$ cat config.mk
export PLATFORM = sky130hd
export DESIGN_NAME = gnrl_dfflr_fifo
export DESIGN_NICKNAME = d
export VERILOG_FILES = /design/src/rtl/gnrl_dfflr_fifo.sv
export SDC_FILE = /design/constraint.sdc
export NUM_CORES = 1
export LEC_CHECK = 0
export BUFFER_PORTS_ARGS = -buffer_cell sky130_fd_sc_hd__buf_2
export CORE_ASPECT_RATIO = 0.9
export CORE_MARGIN = 4
export CORE_UTILIZATION = 30
export CTS_BUF_LIST = sky130_fd_sc_hd__clkbuf_2 sky130_fd_sc_hd__clkbuf_4 sky130_fd_sc_hd__clkbuf_8
export CTS_CLUSTER_SIZE = 30
export DETAILED_ROUTE_END_ITERATION = 10
export PLACE_DENSITY = 0.57
export SYNTH_ARGS = -nofsm -noshare
export SYNTH_HDL_FRONTEND = slang
export SYNTH_SLANG_ARGS = --single-unit
$ cat constraint.sdc
create_clock -name clk -period 2.66 [get_ports clk]
set_input_delay 0.532 -clock clk [delete_from_list [all_inputs] [get_ports clk]]
set_output_delay 0.532 -clock clk [all_outputs]
set_load 0.01 [all_outputs]
$ cat src/rtl/gnrl_dfflr_fifo.sv
`default_nettype none
// +--------------------------------------------------------------------------+
// | gnrl_dfflr_fifo : valid/ready FIFO of load-enable, async-reset registers  |
// | Rev 1.0                                                                   |
// +--------------------------------------------------------------------------+
module gnrl_dfflr_fifo #(
    parameter int DW        = 32,
    parameter int DP        = 4,
    parameter int CUT_READY = 0
) (
    input  logic                    clk,
    input  logic                    rst_n,
    input  logic                    flush,
    input  logic                    i_vld,
    output logic                    i_rdy,
    input  logic [DW-1:0]           i_dat,
    output logic                    o_vld,
    input  logic                    o_rdy,
    output logic [DW-1:0]           o_dat,
    output logic [$clog2(DP+1)-1:0] count
);

    localparam int CW = $clog2(DP + 1);
    localparam int PW = (DP > 1) ? $clog2(DP) : 1;
    localparam logic [PW-1:0] c_last_ptr = PW'(DP - 1);
    localparam logic [CW-1:0] c_full_cnt = CW'(DP);

    logic [PW-1:0] r_wptr;
    logic [PW-1:0] r_rptr;
    logic [CW-1:0] r_count;
    logic [DW-1:0] r_mem [DP];

    logic w_full;
    logic w_empty;
    logic w_push;
    logic w_pop;
    logic w_load;

    assign w_full  = (r_count == c_full_cnt);
    assign w_empty = (r_count == '0);

    // Pass mode lets a full FIFO accept when the head is leaving this cycle.
    generate
        if (CUT_READY != 0) begin : g_ready_cut
            assign i_rdy = !w_full;
        end else begin : g_ready_pass
            assign i_rdy = !w_full || o_rdy;
        end
    endgenerate

    assign w_push = i_vld && i_rdy;
    assign w_pop  = !w_empty && o_rdy;
    assign w_load = w_push && !flush;

    // Explicit wrap so non-power-of-two depths stay within 0..DP-1.
    function automatic logic [PW-1:0] ptr_inc(input logic [PW-1:0] p);
        return (p == c_last_ptr) ? '0 : p + 1'b1;
    endfunction

    always_ff @(posedge clk or negedge rst_n) begin
        if (!rst_n) begin
            r_wptr  <= '0;
            r_rptr  <= '0;
            r_count <= '0;
        end else if (flush) begin
            r_wptr  <= '0;
            r_rptr  <= '0;
            r_count <= '0;
        end else begin
            if (w_push) begin
                r_wptr <= ptr_inc(r_wptr);
            end
            if (w_pop) begin
                r_rptr <= ptr_inc(r_rptr);
            end
            case ({w_push, w_pop})
                2'b10:   r_count <= r_count + 1'b1;
                2'b01:   r_count <= r_count - 1'b1;
                default: r_count <= r_count;
            endcase
        end
    end

    always_ff @(posedge clk or negedge rst_n) begin
        if (!rst_n) begin
            for (int i = 0; i < DP; i++) begin
                r_mem[i] <= '0;
            end
        end else begin
            for (int i = 0; i < DP; i++) begin
                if (w_load && (r_wptr == PW'(i))) begin
                    r_mem[i] <= i_dat;
                end
            end
        end
    end

    // Head read through a compare mux so odd depths never index past the array.
    always_comb begin
        o_dat = '0;
        for (int i = 0; i < DP; i++) begin
            if (r_rptr == PW'(i)) begin
                o_dat = r_mem[i];
            end
        end
    end

    assign o_vld = !w_empty;
    assign count = r_count;

endmodule
`default_nettype wire

==> results.sh, run 1 <==
export IMPL_status="completed"
export IMPL_holdBufCountCts=0
export IMPL_leakage_nw=4.18
export IMPL_io_pins=74
export IMPL_peakVddDrop_mv=0.349
export IMPL_r2r_end="count[2]$_DFFE_PN0P_"
export IMPL_synth_mux_area_share_pct=26.9
export IMPL_netlist_instances=553
export IMPL_wl_per_cell_um=16.6
export IMPL_clock_fmax_mhz=396
export IMPL_p_switching_mw=2.12
export IMPL_die_area_mm2=0.0262
export IMPL_finalCoreUtilization_pct=35.2
export IMPL_die_h_um=154
export IMPL_dp_hpwl_um=9890
export IMPL_finalCritPeriodShare_pct=95.0
export IMPL_worstReg2RegStart="count[0]$_DFFE_PN0P_"
export IMPL_setup_viol=0
export IMPL_vias_per_cell=4.61
export IMPL_r2r_cells=5
export IMPL_switching_share_pct=31.7
export IMPL_portBuffers=73
export IMPL_clock_path_buffers=2
export IMPL_ys_ff_latch=135
export IMPL_cts_root_buf="clkbuf_8"
export IMPL_grt_start_max_net_pins=136
export IMPL_cp_slowest_cell="dfrtp_1"
export IMPL_drc=0
export IMPL_endpoint_kind="primary output"
export IMPL_slew_headroom_pct=46.6
export IMPL_power_frac_seq_pct=43.9
export IMPL_synth_nets=599
export IMPL_placementRows=53
export IMPL_grt_pass1_vias=4478
export IMPL_worstMarginPinSlew_ns=0.801
export IMPL_worstPathArrival_ns=2.00
export IMPL_final_max_slew_viol_count=0
export IMPL_path_max_fanout=7
export IMPL_syn_avg_cell_area_um2=12.8
export IMPL_critPathKind="register to primary output"
export IMPL_intPower_mw=4.56
export IMPL_cpPeakStageDelay_ns=0.44
export IMPL_path_clk_slew_ns=0.10
export IMPL_htreeDepth=4
export IMPL_cp_cell_sequence="inv_1, ha_2, buf_4, nand2_1, o21ai_0, a22o_1, buf_2"
export IMPL_crit_path_start_kind="register"
export IMPL_numCtsBuffers=17
export IMPL_ant_nets=0
export IMPL_layout_drive_gt1_share_pct=42.8
export IMPL_cp_required_ns=2.13
export IMPL_gr_total_overflow=0
export IMPL_area_growth_pct=15.7
export IMPL_grt_antenna_before_repair=0
export IMPL_gp_congestion=0.678
export IMPL_antenna_cells=0
export IMPL_hp_class="input pin to asynchronous set/reset pin"
export IMPL_drt_iter0_drc=218
export IMPL_synth_adder_area_share_pct=1.69
export IMPL_seq_area_frac_synth_pct=47.6
export IMPL_clkPwrFrac_pct=24.5
export IMPL_cts_num_sinks=135
export IMPL_hold_viol=0
export IMPL_grt_usage_pct=12.0
export IMPL_yosys_area_share_simple_pct=4.26
export IMPL_initial_utilization_pct=30.4
export IMPL_synth_compound_area_share_pct=12.0
export IMPL_die_w_um=170
export IMPL_dr_total_vias=4352
export IMPL_coreArea_mm2=0.0233
export IMPL_synthXorXnorAreaFrac_pct=0.247
export IMPL_worst_slack_ns=0.133
export IMPL_finalWirelength_um=15700
export IMPL_yosys_warnings=0
export IMPL_clk_latency_ns=0.45
export IMPL_rrSetupSlack_ns=0.51
export IMPL_grt_first_pass_wirelength_um=25000
export IMPL_power_frac_comb_pct=31.6
export IMPL_final_nets=675
export IMPL_dpl_worst_slack_ns=0.308
export IMPL_fin_crit_ns=2.53
export IMPL_powerDensity_mw_per_mm2=813
export IMPL_skew_ns=0.0157
export IMPL_ys_types=38
export IMPL_syn_area_mm2=0.00710
export IMPL_max_cap_violations=0
export IMPL_drt_pass1_iterations=4
export IMPL_synth_top_family_by_area="multiplexers"
export IMPL_tritoncts="yes"
worst max-delay path by stage:
stage / start / endpoint / slack, ns / depth (start not counted)
4_1_cts: r_rptr[1]$_DFFE_PN0P_ / o_dat[18] / 0.003 / 7
3_3_place_gp: r_rptr[0]$_DFFE_PN0P_ / o_dat[2] / 0.34 / 5
6_report: r_rptr[1]$_DFFE_PN0P_ / o_dat[24] / 0.13 / 7
5_1_grt: r_rptr[1]$_DFFE_PN0P_ / o_dat[9] / -0.01 / 7
3_5_place_dp: r_rptr[0]$_DFFE_PN0P_ / o_dat[0] / 0.31 / 5
2_1_floorplan: count[1]$_DFFE_PN0P_ / count[2]$_DFFE_PN0P_ / 0.44 / 6
cells in the final DEF, fill, tap and decap left out, types with 10 or more instances in the layout:
| cell type | count |
|---|---|
| a21oi_1 | 67 |
| a22o_1 | 32 |
| buf_2 | 72 |
| buf_4 | 13 |
| clkbuf_8 | 18 |
| dfrtp_1 | 134 |
| inv_1 | 40 |
| mux2_4 | 120 |
| nand2_1 | 34 |
| o21ai_0 | 24 |
| o21ai_1 | 10 |
logic make-up (layout without fill, tap and decap cells):
family	Yosys count	count (layout)
buffers and inverters	82	171
DFF	135	135
AOI/OAI and AO/OA	142	142
muxes	130	130
and+or+nand+nor	53	53
adders and majority gates	9	9
xor gates and xnor gates	2	2
layer usage:
layer | vias to the layer above | global-route usage, % | wire [um] | share of wire, %
li1 | 2091 | - | - | -
met3 | 8 | 3.14 | 606 | 3.9
met1 | 2176 | 17.6 | 8020 | 51
met2 | 77 | 17.7 | 6950 | 44
met5 | - | 0 | 0 | 0
met4 | 0 | 2.89 | 129 | 0.82
stage by stage:
stage	instances	hold slack (ns)	total power, mW	area (um2)	setup TNS, ns
global route	944	0.189	7.11	8220	-0.0126
CTS	941	0.186	6.73	8140	0
finish	944	0.121	6.68	8220	0
global placement	909	0.488	4.99	7740	0
floorplan	553	0.236	4.42	7100	0
detailed placement	909	0.492	5.03	7740	0
repair_timing:
action / 4_1_cts / 5_1_grt
pin swaps: 0 / 0
setup endpoints to repair: 25 / 31
resized for setup: 7 / 14
buffers inserted: 0 / 3
power groups by stage:
| stage | clock, mW | combinational, mW | sequential (mW) |
|---|---|---|---|
| after floorplan | 0 | 1.54 | 2.87 |
| after global placement | 0 | 2.05 | 2.95 |
| after detailed placement | 0 | 2.08 | 2.95 |
| after CTS | 1.70 | 2.10 | 2.93 |
| after global routing | 1.80 | 2.31 | 3.00 |
| final | 1.64 | 2.11 | 2.93 |
state kept, by name, summed over array words and instances (netlist names):
| signal | cells |
|---|---|
| r_mem | 128 |
| count | 3 |
| r_wptr | 2 |
| r_rptr | 2 |
critical path: cells and delay by family (launching register included):
kind / cells / cell delay, ns
DFF: 1 / 0.44
AOI/OAI and AO/OA: 2 / 0.36
buffers and inverters: 3 / 0.46
and+or+nand+nor: 1 / 0.06
adders and majority gates: 1 / 0.24
cell type report:
cell class                 count  area [um2]
fill                        2292       15100
sequential                   135        3380
multi-input combinational    336        3240
timing repair buffer          98         691
tap                          302         378
clock buffer                  18         248
inverter                      41         156
clock inverter                14         124
cells in the mapped netlist, drive strengths merged:
cell    number  area [um2]
nand2b       1        6.26
nor4b        1        23.8
dfrtp      135        3380
inv         41         156
o211ai       1        7.51
nand3        6        80.1
a31oi        1        6.26
buf         19         278
o211a        1        10.0
clkbuf      22        83.8
mux2i        1        10.0
nand2       34         128
mux2       129        1900
o21bai       1        7.51
xor2         1        8.76
ha           8         100
a211oi       1        7.51
o31ai        1        7.51
xnor2        1        8.76
o221ai       2        17.5
nor2         5        18.8
or4          2        16.3
o21ai       34         170
fa           1        20.0
a22o        32         280
a21oi       68         340
and2b        1        10.0
or2          1        6.26
or3          2        13.8
Note: power is estimated with default switching activity, not from simulation.
==> inputs of run 2 (changes only) <==
--- a/config.mk
+++ b/config.mk
@@ -5,9 +5,10 @@
 export SDC_FILE = /design/constraint.sdc
 export NUM_CORES = 1
 export LEC_CHECK = 0
+export ABC_CLOCK_PERIOD_IN_PS = 2660
 export BUFFER_PORTS_ARGS = -buffer_cell sky130_fd_sc_hd__buf_2
 export CORE_ASPECT_RATIO = 0.9
-export CORE_MARGIN = 4
+export CORE_MARGIN = 3
 export CORE_UTILIZATION = 30
 export CTS_BUF_LIST = sky130_fd_sc_hd__clkbuf_2 sky130_fd_sc_hd__clkbuf_4 sky130_fd_sc_hd__clkbuf_8
 export CTS_CLUSTER_SIZE = 30
==> constraint.sdc (replaced) <==
create_clock -name clk -period 2.66 [get_ports clk]
set_input_delay 0.266 -clock clk [delete_from_list [all_inputs] [get_ports clk]]
set_output_delay 0.266 -clock clk [all_outputs]
set_load 0.01 [all_outputs]
==> run 2 against run 1 <==
Net effect: sequential power about the same; first-iteration DRC count increased by 14%; via count increased by 0.64%; count of clock-buffer cells in the layout increased by 3; register-to-register slack got worse by 0.03 ns; power increased by 3.0%; largest cell class unchanged.
==> results.sh, run 2 (same netlist as run 1, synthesis figures left out) <==
export IMPL_power_frac_seq_pct=42.9
export IMPL_ant_nets=0
export IMPL_post_cts_buffers=0
export IMPL_endpoint_kind="primary output"
export IMPL_dp_hpwl_um=9960
export IMPL_path_clk_slew_ns=0.09
export IMPL_leakage_nw=4.15
export IMPL_clk_latency_ns=0.45
export IMPL_powerDensity_mw_per_mm2=846
export IMPL_gr_total_overflow=0
export IMPL_intPower_mw=4.83
export IMPL_final_common_cell="dfrtp_1"
export IMPL_peakVddDrop_mv=0.491
export IMPL_layout_common_cells="135 x dfrtp_1, 120 x mux2_4, 72 x buf_2, 68 x a21oi_1, 40 x inv_1"
export IMPL_p_switching_mw=2.05
export IMPL_clkPwrFrac_pct=27.3
export IMPL_fin_crit_ns=2.38
export IMPL_finalWirelength_um=16000
export IMPL_cts_root_buf="clkbuf_8"
export IMPL_cts_num_sinks=135
export IMPL_layout_drive_gt1_share_pct=41.6
export IMPL_coreArea_mm2=0.0229
export IMPL_switching_share_pct=29.9
export IMPL_hold_viol=0
export IMPL_timing_setup_tns_ns=0
export IMPL_htreeDepth=4
export IMPL_worstMarginPinSlew_ns=0.620
export IMPL_final_nets=668
export IMPL_power_frac_comb_pct=29.8
export IMPL_routed_wl_met2_um=7000
export IMPL_place_area_mm2=0.00768
export IMPL_design_area_mm2=0.00814
export IMPL_die_area_mm2=0.0256
export IMPL_io_pins=74
export IMPL_finalCoreUtilization_pct=35.5
export IMPL_numCtsBuffers=17
export IMPL_clock_path_buffers=2
export IMPL_wl_met3_um=640
export IMPL_drt_iter0_drc=249
export IMPL_portBuffers=73
export IMPL_hp_class="input pin to register"
export IMPL_grt_pass1_vias=4605
export IMPL_grt_usage_pct=13.0
export IMPL_grt_first_pass_wirelength_um=26800
export IMPL_dr_total_vias=4380
export IMPL_top_layer="met4"
export IMPL_final_cells=933
export IMPL_skew_ns=0.00921
export IMPL_max_cap_violations=0
export IMPL_rsz0062_at_grt="false"
export IMPL_path_max_fanout=36
export IMPL_m1WireLength_um=8190
export IMPL_initial_utilization_pct=31.0
export IMPL_drc=0
export IMPL_setup_viol=0
export IMPL_largest_reg_flops=128
export IMPL_gp_congestion=0.693
export IMPL_status="completed"
export IMPL_worst_slack_ns=0.281
export IMPL_die_h_um=152
export IMPL_regMostFlops="r_mem"
export IMPL_tritoncts="yes"
export IMPL_dpl_worst_slack_ns=0.504
export IMPL_vias_per_cell=4.69
export IMPL_finalCritPeriodShare_pct=89.4
export IMPL_dp_cells=899
export IMPL_crit_path_start_kind="register"
export IMPL_cp_required_ns=2.39
export IMPL_grt_antenna_before_repair=1
export IMPL_final_max_slew_viol_count=0
export IMPL_worstPathArrival_ns=2.11
export IMPL_grt_start_max_net_pins=66
export IMPL_area_growth_pct=14.6
export IMPL_slew_headroom_pct=58.7
export IMPL_critPathKind="register to primary output"
export IMPL_die_w_um=168
export IMPL_clock_fmax_mhz=420
export IMPL_drt_pass1_iterations=4
export IMPL_wl_per_cell_um=17.2
export IMPL_placementRows=52
==> run 2: cell types whose count changed in the layout (fill, tap and decap cells not counted), sizes merged, moves of 3 or more <==
cell    previous run  this run
clkbuf            18        21
bufinv             0         3
clkinv             0         4
buf               98        90
inv               52        42
==> run 2: final timing paths <==
path                       depth (start not counted)                     to                  start  slack, ns
max reg2reg                                        5   count[2]$_DFFE_PN0P_   count[1]$_DFFE_PN0P_       0.48
min                                                2  r_mem[27]$_DFFE_PN0P_              i_dat[27]        0.1
min reg2reg                                        1  r_mem[96]$_DFFE_PN0P_  r_mem[96]$_DFFE_PN0P_       0.51
max                                                7               o_dat[9]  r_rptr[0]$_DFFE_PN0P_       0.28
max in group asynchronous                          3  r_mem[14]$_DFFE_PN0P_                  rst_n       1.53
min in group asynchronous                          2   r_mem[3]$_DFFE_PN0P_                  rst_n       0.38
==> run 2: repair_timing <==
item,CTS,global route
hold buffers,1,0
endpoints found under the hold margin,62,0
endpoints found under the setup margin,0,8
gates resized for setup,0,1
==> run 2: area by class of cell <==
class | instances | area, um2
multi-input combinational | 336 | 3230
antenna | 1 | 2.50
clock inverter | 11 | 145
fill | 2228 | 14800
sequential | 135 | 3380
inverter | 41 | 156
timing repair buffer | 91 | 572
tap | 297 | 372
clock buffer | 21 | 289
==> run 2: power by group through the flow <==
stage                     Sequential, mW  Combinational (mW)  Clock [mW]
after CTS                           2.94                2.09        1.92
after global placement              2.97                2.05           0
final                               2.95                2.05        1.88
after global routing                3.02                2.26        2.01
after detailed placement            2.97                2.08           0
after floorplan                     2.87                1.54           0
==> run 2: worst max-delay path, stage by stage, from the launching register on <==
cell     delay (ns)
dfrtp_1        0.46
inv_1          0.10
ha_2           0.20
buf_4          0.25
a21oi_1        0.16
o21ai_0        0.12
a22o_1         0.23
buf_2          0.15
==> run 2: layer usage <==
metal / up-vias / global-route usage (%)
met5: - / 0
met4: 0 / 3.58
met3: 17 / 3.27
met2: 86 / 18.9
met1: 2201 / 19.1
li1: 2076 / -
==> run 2: through the flow <==
| stage | power [mW] | hold slack, ns |
|---|---|---|
| 2_1_floorplan | 4.42 | -0.0296 |
| 3_3_place_gp | 5.02 | 0.319 |
| 3_5_place_dp | 5.04 | 0.313 |
| 4_1_cts | 6.95 | 0.0701 |
| 5_1_grt | 7.29 | 0.0805 |
| 6_report | 6.88 | 0.0982 |
